**config.mk**
```make
export PLATFORM = sky130hd
export DESIGN_NAME = multicycle_controller
export DESIGN_NICKNAME = d
export VERILOG_FILES = /design/src/rtl/multicycle_controller.sv
export SDC_FILE = /design/constraint.sdc
export NUM_CORES = 1
export LEC_CHECK = 0
export BUFFER_PORTS_ARGS = -buffer_cell sky130_fd_sc_hd__buf_2
export CORE_MARGIN = 1.5
export CORE_UTILIZATION = 40
export DETAILED_ROUTE_END_ITERATION = 7
export PLACE_DENSITY = 0.82
export SYNTH_ARGS = -nofsm -noshare
export SYNTH_HDL_FRONTEND = slang
export SYNTH_SLANG_ARGS = --single-unit
```
**constraint.sdc**
```tcl
create_clock -name clk -period 1.9 [get_ports clk]
set_input_delay 0.19 -clock clk [delete_from_list [all_inputs] [get_ports clk]]
set_output_delay 0.19 -clock clk [all_outputs]
set_load 0.05 [all_outputs]
```
**src/rtl/multicycle_controller.sv**
```systemverilog
// Sequencing controller for a multicycle RV32I datapath: a Moore FSM that
// drives every datapath select and write strobe, decodes the ALU operation,
// and resolves branches from the ALU flags in the BRANCH state.
module multicycle_controller (
    input  logic       clk,
    input  logic       reset,
    input  logic [6:0] op,
    input  logic [2:0] funct3,
    input  logic       funct7b5,
    input  logic       Z,
    input  logic       N,
    input  logic       V,
    input  logic       C,
    output logic [2:0] ALUControl,
    output logic [1:0] ALUSrcA,
    output logic [1:0] ALUSrcB,
    output logic [1:0] ResultSrc,
    output logic [1:0] ImmSrc,
    output logic       AdrSrc,
    output logic       IRWrite,
    output logic       PCWrite,
    output logic       RegWrite,
    output logic       MemWrite,
    output logic       illegal,
    output logic [3:0] state
);

    typedef enum logic [3:0] {
        FETCH    = 4'd0,
        DECODE   = 4'd1,
        MEMADR   = 4'd2,
        MEMREAD  = 4'd3,
        MEMWB    = 4'd4,
        MEMWRITE = 4'd5,
        EXECR    = 4'd6,
        EXECI    = 4'd7,
        ALUWB    = 4'd8,
        JAL      = 4'd9,
        BRANCH   = 4'd10
    } state_t;

    localparam logic [6:0] OP_LOAD   = 7'b0000011;
    localparam logic [6:0] OP_STORE  = 7'b0100011;
    localparam logic [6:0] OP_RTYPE  = 7'b0110011;
    localparam logic [6:0] OP_ITYPE  = 7'b0010011;
    localparam logic [6:0] OP_JAL    = 7'b1101111;
    localparam logic [6:0] OP_BRANCH = 7'b1100011;

    state_t state_q;
    state_t state_n;

    // Raw per-state controls before reset gating of the strobes
    logic [1:0] alu_op;
    logic       pc_update;
    logic       branch;
    logic       ir_write;
    logic       reg_write;
    logic       mem_write;
    logic       illegal_op;

    // ALU operation: add for address/PC math, sub for compare, funct3-driven for ALU ops
    function automatic logic [2:0] alu_decode(input logic [1:0] aop,
                                              input logic [2:0] f3,
                                              input logic       op5,
                                              input logic       f7b5);
        logic [2:0] ctl;
        ctl = 3'b000;
        case (aop)
            2'b00: ctl = 3'b000;
            2'b01: ctl = 3'b001;
            2'b10: begin
                case (f3)
                    3'b000:  ctl = (op5 & f7b5) ? 3'b001 : 3'b000;
                    3'b010,
                    3'b011:  ctl = 3'b101;
                    3'b110:  ctl = 3'b011;
                    3'b111:  ctl = 3'b010;
                    default: ctl = 3'b000;
                endcase
            end
            default: ctl = 3'b000;
        endcase
        return ctl;
    endfunction

    // Branch condition from the flags of rs1 - rs2; unsigned compares use carry as not-borrow
    function automatic logic branch_taken(input logic [2:0] f3,
                                          input logic       zf,
                                          input logic       nf,
                                          input logic       vf,
                                          input logic       cf);
        logic t;
        t = 1'b0;
        case (f3)
            3'b000:  t = zf;
            3'b001:  t = ~zf;
            3'b100:  t = nf ^ vf;
            3'b101:  t = ~(nf ^ vf);
            3'b110:  t = ~cf;
            3'b111:  t = cf;
            default: t = 1'b0;
        endcase
        return t;
    endfunction

    // State register; reset returns to FETCH immediately
    always_ff @(posedge clk or posedge reset) begin
        if (reset) begin
            state_q <= FETCH;
        end else begin
            state_q <= state_n;
        end
    end

    // Next-state and Moore decode of selects and raw strobes
    always_comb begin
        state_n    = FETCH;
        alu_op     = 2'b00;
        ALUSrcA    = 2'b00;
        ALUSrcB    = 2'b00;
        ResultSrc  = 2'b00;
        AdrSrc     = 1'b0;
        pc_update  = 1'b0;
        branch     = 1'b0;
        ir_write   = 1'b0;
        reg_write  = 1'b0;
        mem_write  = 1'b0;
        illegal_op = 1'b0;
        case (state_q)
            FETCH: begin
                AdrSrc    = 1'b0;
                ir_write  = 1'b1;
                ALUSrcA   = 2'b00;
                ALUSrcB   = 2'b10;
                ResultSrc = 2'b10;
                pc_update = 1'b1;
                state_n   = DECODE;
            end
            DECODE: begin
                ALUSrcA = 2'b01;
                ALUSrcB = 2'b01;
                case (op)
                    OP_LOAD,
                    OP_STORE:  state_n = MEMADR;
                    OP_RTYPE:  state_n = EXECR;
                    OP_ITYPE:  state_n = EXECI;
                    OP_JAL:    state_n = JAL;
                    OP_BRANCH: state_n = BRANCH;
                    default: begin
                        illegal_op = 1'b1;
                        state_n    = FETCH;
                    end
                endcase
            end
            MEMADR: begin
                ALUSrcA = 2'b10;
                ALUSrcB = 2'b01;
                state_n = op[5] ? MEMWRITE : MEMREAD;
            end
            MEMREAD: begin
                ResultSrc = 2'b00;
                AdrSrc    = 1'b1;
                state_n   = MEMWB;
            end
            MEMWB: begin
                ResultSrc = 2'b01;
                reg_write = 1'b1;
                state_n   = FETCH;
            end
            MEMWRITE: begin
                ResultSrc = 2'b00;
                AdrSrc    = 1'b1;
                mem_write = 1'b1;
                state_n   = FETCH;
            end
            EXECR: begin
                ALUSrcA = 2'b10;
                ALUSrcB = 2'b00;
                alu_op  = 2'b10;
                state_n = ALUWB;
            end
            EXECI: begin
                ALUSrcA = 2'b10;
                ALUSrcB = 2'b01;
                alu_op  = 2'b10;
                state_n = ALUWB;
            end
            ALUWB: begin
                ResultSrc = 2'b00;
                reg_write = 1'b1;
                state_n   = FETCH;
            end
            JAL: begin
                ALUSrcA   = 2'b01;
                ALUSrcB   = 2'b10;
                ResultSrc = 2'b00;
                pc_update = 1'b1;
                state_n   = ALUWB;
            end
            BRANCH: begin
                ALUSrcA   = 2'b10;
                ALUSrcB   = 2'b00;
                alu_op    = 2'b01;
                ResultSrc = 2'b00;
                branch    = 1'b1;
                state_n   = FETCH;
            end
            default: begin
                state_n = FETCH;
            end
        endcase
    end

    // Immediate format depends only on the opcode so it is valid in every state
    always_comb begin
        case (op)
            OP_STORE:  ImmSrc = 2'b01;
            OP_BRANCH: ImmSrc = 2'b10;
            OP_JAL:    ImmSrc = 2'b11;
            default:   ImmSrc = 2'b00;
        endcase
    end

    assign ALUControl = alu_decode(alu_op, funct3, op[5], funct7b5);

    // Strobes are held low for as long as reset is asserted
    assign IRWrite  = ir_write & ~reset;
    assign PCWrite  = (pc_update | (branch & branch_taken(funct3, Z, N, V, C))) & ~reset;
    assign RegWrite = reg_write & ~reset;
    assign MemWrite = mem_write & ~reset;
    assign illegal  = illegal_op & ~reset;
    assign state    = state_q;

endmodule
```
Yosys cells after proc, flatten, opt, wreduce, memory -nomap -nowiden
Index checks and enable logic that the tools add are counted.
- shifts and indexed selects: 0
- div/mod/pow operators: 0
- mux-type cells: 20
- eq/ne operators: 25
- bitwise logic cells: 13
- $lt $le $gt $ge: 0
- add/subtract/negate cells: 0
- reductions and logical operators: 13
- multiply operators: 0
- operators with widths (kind ; count):
    one-hot mux 4 bit (5 select lines) ; 2
    == test 4 x 3 -> 1 bit, second input constant ; 4
    one-hot mux 2 bit (2 select lines) ; 4
    == test 7 x 6 -> 1 bit, second input constant ; 2
    == test 7 bit, second input constant ; 2
    OR reduction 2 bit ; 7
    == test 3 bit, second input constant ; 4
    == test 4 bit, second input constant ; 3
    one-hot mux 3 bit (4 select lines) ; 1
    2-to-1 mux 1 bit ; 9
    == test 4 x 2 -> 1 bit, second input constant ; 2
    AND 1 bit ; 7
    == test 7 x 2 -> 1 bit, second input constant ; 1
    == test 7 x 5 -> 1 bit, second input constant ; 1
    == test 3 x 2 -> 1 bit, second input constant ; 2
    one-hot mux 1 bit (6 select lines) ; 1
    one-hot mux 2 bit (3 select lines) ; 1
    one-hot mux 3 bit (2 select lines) ; 1
    OR reduction 3 bit ; 2
    OR reduction 6 bit ; 1
    == test 4 x 1 -> 1 bit, second input constant ; 1
    zero test 4 bit ; 1
    inverter 1 bit ; 4
    OR reduction 4 bit ; 1
    7 further kinds ; 7
- output and inout port bits: 21
- word-level logic and storage cells: 72
- memory bits (writable): 0
- memory bits (read-only): 0
- bits in latches: 0
- register bits: 4
- memories kept: 0

Depth between registers and ports, before layout
Gate-level depths: netlist (run 1).
- depth in word-level cells: 6
- gate-level depth with buffers: 7
- mapped depth without buffers: 6

Worst setup path after synthesis (run 1)
OpenSTA, ideal clock, no wires.
- kind: register to output
- start point: register state_q[2] (netlist: state[2])
- end point: output ALUControl[1]
- data required time: 1710 ps
- arrival time: 2747 ps
- stages on the path, launching flop included: 7
- path slack: -1037 ps
- path through: dfrtp_1 buf_2 nand2b_1 nor3b_2 inv_2 ha_1 nor3b_1
- cells in the longest elaborated chain, start to end: 5
- elaborated cells on any way between the ends: 8
- those cells by class: 5 x eq/ne; 2 x mux; 1 x reduce/logical
- RTL lines (item ; line ; RTL):
    start: declaration ; 49 ; state_t state_q;
    start signal: assignment ; 111 ; state_q <= state_n;
    == test 4 x 3 -> 1 bit ; 129 ; case (state_q)
    OR reduction 2 bit (no source line) ; - ;
    one-hot mux 2 bit (2 select lines) * ; 129 ;
    == test 2 bit or == test 2 x 1 -> 1 bit (tied branches) ; 68 ; case (aop)
    one-hot mux 3 bit (2 select lines) * ; 68 ;
    end: declaration ; 14 ; output logic [2:0] ALUControl,
Mark *: on every way between the ends. The rest lies on a longest branch, timed or not.

Final worst setup path (run 1)
Same ends and word-level chain as after synthesis.

==> impl_metrics.json, run 1 <==
{
  "status": "completed",
  "setup_viol": 0,
  "synthAdderAreaFrac_pct": 4.357,
  "power_uw": 969.8,
  "synth.net_count": 103,
  "num-nets-final": 148,
  "drc": 0,
  "syn2layout_area_growth_pct": 77.12,
  "regToRegStartpoint": "state[1]$_DFF_PP0_",
  "rows": 13,
  "relSlewSlack_pct": 71.48,
  "wirelength_um": 1799,
  "clk_pin_slew_worst_paths_ns": 0.04,
  "cp_cell_sequence": "nand2b_4, nor3b_4, inv_2, ha_4, nor3b_4, buf_6",
  "p_leak_nw": 0.4690,
  "final_cell_mix": "31 x buf_2, 8 x nor2_1, 7 x nand2_1, 7 x buf_4, 6 x xnor2_1",
  "wl_per_cell_um": 12.58,
  "critPathKind": "reg2out",
  "start_util_pct": 43.59,
  "rrSetupSlack_ns": 0.68,
  "ant_nets": 0,
  "grt_pass1_wl_um": 2573,
  "clk_root_buffer_cell": "clkbuf_4",
  "port_buffers": 37,
  "firstDrtPassIters": 4,
  "crit_required_ns": 1.71,
  "fmax_ghz": 0.5289,
  "skew_ns": 0.009356,
  "gp_congestion": 0.7110,
  "grt_max_degree": 16,
  "cts.path.max_buffers": 2,
  "clk_latency_ns": 0.24,
  "min_from": "op[5]",
  "dp_hpwl_um": 1318,
  "internal-power_uw": 387.0,
  "path_max_fanout": 4,
  "synthesis.area_sq_um": 574.3,
  "tritoncts": "yes",
  "cts_made_buffers": 3,
  "routed_via_density": 5.371,
  "worst_setup_path_end_kind": "output pin",
  "first_iter_violations": 9,
  "yosysSeqAreaShare_pct": 17.43,
  "cp_num_buf_inv": 2,
  "combPwrFrac_pct": 75.8,
  "cp-start-kind": "flop",
  "antenna_cells": 0,
  "crit_family": "simple AND/OR/NAND/NOR gates",
  "rsz0062_at_grt": "true",
  "final_common_cell": "buf_2",
  "cts.sinks": 4,
  "synth_cell_types": 31,
  "report.final.slew_viol_count": 0,
  "finalHoldViolCount": 0,
  "synth_mux_area_share_pct": 0,
  "largest_reg_flops": 4,
  "synth_cells": 84,
  "design.die.area_sq_mm": 0.001672,
  "synth_top_family_by_area": "simple AND/OR/NAND/NOR gates",
  "min_path_type": "in2reg",
  "p_sw_share_pct": 60.10,
  "maxCapViolCount": 0,
  "arrival_ns": 1.70,
  "synthXorXnorAreaFrac_pct": 12.20,
  "cpMostUsedCell": "nor3b_4",
  "worstMarginPinSlew_ns": 0.4253,
  "fp.dieW_um": 40.89,
  "synth-simple-area-share_pct": 40.74,
  "ir_drop_mv": 0.6837,
  "htreeDepth": 1,
  "antenna_found_initial": 0,
  "die_h_um": 40.89,
  "critical-path-slowest-cell": "dfrtp_2",
  "core-area_sq_mm": 0.001318,
  "p_clk_share_pct": 12.0,
  "power_frac_seq_pct": 12.2,
  "pin_count": 38,
  "grt_pass1_vias": 627,
  "avgSynthCellArea_sq_um": 6.837,
  "drive_gt1_share_pct": 57.03,
  "yosys_warnings": 0,
  "powerDensity_mw_per_mm2": 953.4,
  "crit_start": "state[2]$_DFF_PP0_",
  "slowest_delay_ns": 0.42,
  "synth-compound-area-share_pct": 19.17,
  "grt_use_total_pct": 23.40,
  "fin_crit_sh_pct": 99.52,
  "num_vias": 768,
  "fin_crit_ns": 1.891,
  "ys_ff_latch": 4,
  "grt-ovfl-total": 0,
  "fin_util_pct": 77.21,
  "p_sw_uw": 582.9
}
==> layer usage <==
metal / wire length, um / global-route usage, %
met5: 0 / 0
met4: 0 / 11.67
met3: 84 / 4.348
met2: 968 / 43.75
met1: 746 / 24.26
==> synthesized netlist by cell type (all sizes together) <==
cell    number  area share (%)
or3          1             1.3
a21oi        5             4.4
nor3b        4             6.1
nor2         8             5.2
a21boi       1             1.3
a211oi       3             3.9
buf          1            0.87
nand2        8             5.2
inv          4             2.6
nor4         2             2.2
nand2b       4             4.4
nor4b        1             1.5
or2          1             1.1
o31ai        1             1.3
o21ai        4             3.5
ha           2             4.4
nand3        2             1.7
o22ai        1             1.1
and3         1             1.1
o21a         2             2.6
clkbuf       4             2.6
xnor2        6             9.2
nor3         8             7.0
xor2         2             3.1
a31oi        1             1.1
nor2b        2             2.2
dfrtp        4              17
or4b         1             1.7
==> power groups by stage <==
stage	combinational, mW	sequential, mW	clock, mW
finish	0.735	0.118	0.116
global route	0.781	0.119	0.128
CTS	0.715	0.118	0.119
detailed placement	0.705	0.115	0
global placement	0.696	0.114	0
floorplan	0.486	0.176	0
==> tightest hold or removal path, cell delays in order <==
cell	delay, ns
buf_2	0.13
nand2_1	0.07
a21oi_1	0.06
==> stage by stage <==
step                      hold slack, ns  setup WS (ns)  instance area [sq um]  setup TNS [ns]  cells
after floorplan                 -0.03599        -0.2429                  709.4         -0.9789     84
after global placement            0.1809         0.1730                  914.6               0    135
after detailed placement          0.1739         0.1376                  914.6               0    135
after CTS                         0.2412       -0.01900                  997.2        -0.01900    143
after global routing              0.2512       -0.06426                   1017         -0.1017    143
final                             0.2480       0.009190                   1017               0    143
==> path summary, 6_finish.rpt <==
path,to,depth (start not counted)
setup / recovery,ALUControl[1],6
hold / removal,state[2]$_DFF_PP0_,3
setup reg to reg,state[3]$_DFF_PP0_,5
hold reg to reg,state[3]$_DFF_PP0_,2
max in group asynchronous,state[1]$_DFF_PP0_,3
min in group asynchronous,state[2]$_DFF_PP0_,3
==> kinds of logic after synthesis <==
| kind of cell | after synthesis |
|---|---|
| AO/OA/AOI/OAI | 18 |
| flip-flops | 4 |
| adder cells (fa/ha/maj) | 2 |
| AND/OR/NAND/NOR | 43 |
| buffers and inverters | 9 |
| XOR/XNOR | 8 |
==> cell type report <==
type | instances | area [sq um]
Tap cell | 15 | 18.77
Sequential cell | 4 | 103.9
Fill cell | 96 | 300.3
Timing Repair Buffer | 45 | 277.8
Clock buffer | 4 | 26.28
Multi-Input combinational cell | 71 | 575.6
Inverter | 4 | 15.01
==> timing repair <==
item | CTS | global route
endpoints found under the setup margin | 3 | 6
pin swaps | 4 | 2
gates resized for setup | 7 | 10
endpoints found under the hold margin | 4 | 0
hold buffers | 1 | 0
setup buffers | 3 | 0
Power figures use the tool's default switching activity.
==> run 2, diff against run 1 <==
--- a/constraint.sdc
+++ b/constraint.sdc
@@ -3,2 +3,2 @@
 set_output_delay 0.19 -clock clk [all_outputs]
-set_load 0.05 [all_outputs]
+set_load 0.005 [all_outputs]
==> impl_metrics.json, run 2 (same netlist as run 1, synthesis figures left out) <==
{
  "status": "completed",
  "report.final.slew_viol_count": 0,
  "cp-start-kind": "flop",
  "start_util_pct": 43.59,
  "core-area_sq_mm": 0.001318,
  "gp_congestion": 0.7208,
  "preCtsSetupSlack_ns": 0.2406,
  "maxCapViolCount": 0,
  "num-nets-final": 145,
  "skew_ns": 0.002259,
  "wirelength_um": 1658,
  "placed_cells": 135,
  "p_leak_nw": 0.4151,
  "drc": 0,
  "antenna_found_initial": 0,
  "clk_root_buffer_cell": "clkbuf_4",
  "wl_per_cell_um": 11.93,
  "grt_pass1_vias": 585,
  "tritoncts": "yes",
  "grt_pass1_wl_um": 2325,
  "first_iter_violations": 10,
  "cts.sinks": 4,
  "clk_pin_slew_worst_paths_ns": 0.04,
  "grt_max_degree": 16,
  "rows": 13,
  "fp.dieW_um": 40.89,
  "fin_crit_ns": 1.811,
  "cts_made_buffers": 3,
  "design.die.area_sq_mm": 0.001672,
  "setup-tns-final_ns": 0,
  "firstDrtPassIters": 4,
  "cts.path.max_buffers": 2,
  "htreeDepth": 1,
  "layout.cells.non_filler": 139,
  "powerDensity_mw_per_mm2": 660.2,
  "placed_area_sq_um": 788.3,
  "fin_crit_sh_pct": 95.29,
  "routed_via_density": 5.252,
  "finalHoldViolCount": 0,
  "grt_use_total_pct": 21.15,
  "crit_required_ns": 1.71,
  "drive_gt1_share_pct": 41.13,
  "ant_nets": 0,
  "clk_latency_ns": 0.23,
  "num_vias": 730,
  "final_area_sq_um": 853.3,
  "arrival_ns": 1.62,
  "final_common_cell": "buf_2",
  "min_path_type": "in2reg",
  "pin_count": 38,
  "power_uw": 563.4,
  "postCtsSetupBuffers": 0,
  "grt-ovfl-total": 0,
  "die_h_um": 40.89,
  "path_max_fanout": 3,
  "finalWorstSetupSlack_ns": 0.08943,
  "final_cell_mix": "37 x buf_2, 8 x nor3_1, 8 x nor2_1, 8 x nand2_1, 6 x xnor2_1",
  "worstMarginPinSlew_ns": 0.4899,
  "setup_viol": 0,
  "relSlewSlack_pct": 66.88,
  "worst_setup_path_end_kind": "output pin",
  "antenna_cells": 0,
  "ir_drop_mv": 0.4116,
  "largest_reg_flops": 4,
  "critPathKind": "reg2out",
  "port_buffers": 37,
  "dp_hpwl_um": 1301,
  "syn2layout_area_growth_pct": 48.58,
  "fmax_ghz": 0.5523
}
[run 2: cell count changes in the layout (fill, tap and decap cells not counted), moves of 3 or more]
cell / delta
nor3_2: -3
nor3_1: +5
buf_6: -4
dfrtp_1: +3
buf_4: -3
buf_2: +6
dfrtp_2: -3
[run 2: final timing paths]
path / startpoint / end / slack (ns) / depth (start not counted)
worst max-delay path: state[2]$_DFF_PP0_ / ALUControl[1] / 0.09 / 6
worst min-delay path: op[5] / state[2]$_DFF_PP0_ / 0.27 / 3
worst max register to register: state[1]$_DFF_PP0_ / state[0]$_DFF_PP0_ / 0.71 / 4
worst min register to register: state[3]$_DFF_PP0_ / state[3]$_DFF_PP0_ / 0.60 / 2
max in group asynchronous: reset / state[1]$_DFF_PP0_ / 1.28 / 3
min in group asynchronous: reset / state[3]$_DFF_PP0_ / 0.46 / 3
[run 2: stage by stage]
step / hold WS, ns / utilization [%]
2_1_floorplan: -0.03578 / -
3_3_place_gp: 0.1363 / 59.83
3_5_place_dp: 0.1487 / 59.83
4_1_cts: 0.2629 / 62.30
5_1_grt: 0.2863 / 64.77
6_report: 0.2717 / 64.77
[run 2: area by class of cell]
cell class | count | area (sq um)
clock buffer | 3 | 22.52
fill | 123 | 464.2
inverter | 4 | 15.01
multi-input combinational | 71 | 471.7
sequential | 4 | 100.1
tap | 15 | 18.77
timing repair buffer | 42 | 225.2
[run 2: layer usage]
layer  routed length (um)  vias to the layer above  part of all wire, %  global-route usage [%]
met5                    0                        -                    0                       0
met1                  703                      329                   42                   25.25
li1                     -                      375                    -                       -
met2                  875                       24                   53                   37.11
met4                   19                        0                  1.1                   13.33
met3                   60                        2                  3.6                       0
[run 2: worst max-delay path, stage by stage (launching register included)]
cell and delay (ns):
dfrtp_1 0.38, nand2b_4 0.15, nor3b_2 0.24, inv_2 0.08, ha_4 0.25, nor3b_2 0.17, buf_2 0.13
[run 2: power by group]
group	switching, mW	internal, mW
clock	0.0317	0.0705
combinational	0.187	0.162
sequential	0.0117	0.100
total	0.231	0.333
[run 2: repair_timing]
action                                  CTS  global route
resized for setup                         0             5
hold buffers                              1             0
pin swaps                                 1             1
hold endpoints to repair                  4             0
endpoints found under the setup margin    1             3
==> run 3, diff against run 2 <==
- PLACE_DENSITY: 0.82 -> 0.76
==> impl_metrics.json, run 3 (same netlist as run 1, synthesis figures left out) <==
{
  "num-nets-final": 144,
  "min_path_type": "in2reg",
  "antenna_found_initial": 0,
  "fin_crit_sh_pct": 94.29,
  "min_from": "op[5]",
  "htreeDepth": 1,
  "fp.dieW_um": 40.89,
  "routed_via_density": 5.355,
  "clk_latency_ns": 0.22,
  "final_common_cell": "buf_2",
  "fillers": 122,
  "gp_congestion": 0.6875,
  "regToRegStartpoint": "state[1]$_DFF_PP0_",
  "finalHoldViolCount": 0,
  "firstDrtPassIters": 4,
  "grt_pass1_wl_um": 2518,
  "worst_setup_path_end_kind": "output pin",
  "ant_nets": 0,
  "crit_required_ns": 1.71,
  "num_vias": 739,
  "setup_viol": 0,
  "syn2layout_area_growth_pct": 46.19,
  "wl_met2_um": 945,
  "dr_wl_met3_um": 69,
  "final_cell_mix": "37 x buf_2, 8 x nor2_1, 8 x nand2_1",
  "skew_ns": 0.001694,
  "rows": 13,
  "largest_reg_flops": 4,
  "path_max_fanout": 3,
  "drive_gt1_share_pct": 42.28,
  "report.final.slew_viol_count": 0,
  "clk_root_buffer_cell": "clkbuf_4",
  "die_h_um": 40.89,
  "worstMarginPinSlew_ns": 0.4607,
  "port_buffers": 37,
  "relSlewSlack_pct": 68.85,
  "cts.path.max_buffers": 2,
  "start_util_pct": 43.59,
  "wirelength_um": 1733,
  "fin_crit_ns": 1.792,
  "power_uw": 552.4,
  "p_leak_nw": 0.4038,
  "layout.area.seq_sq_um": 101.3,
  "setup-tns-final_ns": 0,
  "postCtsSetupBuffers": 0,
  "design.die.area_sq_mm": 0.001672,
  "critPathKind": "reg2out",
  "multi_input_area_sq_um": 464.2,
  "status": "completed",
  "pin_count": 38,
  "arrival_ns": 1.60,
  "wl_per_cell_um": 12.56,
  "crit_start": "state[2]$_DFF_PP0_",
  "maxCapViolCount": 0,
  "clk_pin_slew_worst_paths_ns": 0.03,
  "grt_max_degree": 16,
  "grt_pass1_vias": 611,
  "ir_drop_mv": 0.4714,
  "grt-ovfl-total": 0,
  "top_layer_used": "met3",
  "fmax_ghz": 0.5582,
  "drc": 0,
  "placed_cells": 134,
  "cts.sinks": 4,
  "powerDensity_mw_per_mm2": 658.0,
  "wl_met1_um": 718,
  "cts_made_buffers": 3,
  "dp_hpwl_um": 1309,
  "cp-start-kind": "flop",
  "grt_use_total_pct": 21.98,
  "core-area_sq_mm": 0.001318,
  "antenna_cells": 0,
  "tritoncts": "yes",
  "first_iter_violations": 18,
  "layout.cells.non_filler": 138
}
run 3: cell count changes in the layout (fill, tap and decap cells not counted), sizes merged:
cell / previous run / this run
buf: 41 / 40
run 3: worst max-delay path, stage by stage, from the launching register on:
cell and delay (ns):
dfrtp_1 0.36, nand2b_1 0.17, nor3b_2 0.23, inv_2 0.09
ha_4 0.26, nor3b_2 0.16, buf_2 0.12
run 3: routing by layer:
metal / vias up / track usage, %
li1: 379 / -
met1: 340 / 25.08
met2: 20 / 42.19
met3: 0 / 3.804
met4: 0 / 3.333
met5: - / 0
run 3: report_power, final:
group	internal (mW)	switching (mW)
sequential	0.100	0.0119
clock	0.0702	0.0276
combinational	0.158	0.184
total	0.329	0.224
run 3: final cells by class:
cell class,instances,share of cell area (%)
multi-input combinational,71,55.29
inverter,4,1.788
clock buffer,3,2.683
tap,15,2.235
timing repair buffer,41,25.93
sequential,4,12.07
run 3: final timing paths:
check / endpoint / slack (ns) / depth (start not counted)
max: ALUControl[1] / 0.11 / 6
min in group asynchronous: state[1]$_DFF_PP0_ / 0.47 / 3
max in group asynchronous: state[3]$_DFF_PP0_ / 1.25 / 3
max reg2reg: state[0]$_DFF_PP0_ / 0.75 / 4
min: state[2]$_DFF_PP0_ / 0.26 / 3
min reg2reg: state[3]$_DFF_PP0_ / 0.66 / 2
run 3: through the flow:
step / utilization (%) / hold slack [ns] / setup WS (ns) / cell area, sq um
after detailed placement: 59.26 / 0.1467 / 0.2030 / 780.7
after CTS: 61.82 / 0.2633 / 0.009673 / 814.5
after global placement: 59.26 / 0.1448 / 0.2704 / 780.7
final: 63.72 / 0.2645 / 0.1084 / 839.6
after floorplan: - / -0.03578 / 0.1909 / 574.3
after global routing: 63.72 / 0.2973 / -0.001366 / 839.6
run 3: repair_timing:
| item | 4_1_cts | 5_1_grt |
|---|---|---|
| setup endpoints to repair | 2 | 3 |
| hold buffers | 1 | 0 |
| resized for setup | 1 | 5 |
| pin swaps | 1 | 0 |
| endpoints found under the hold margin | 4 | 0 |
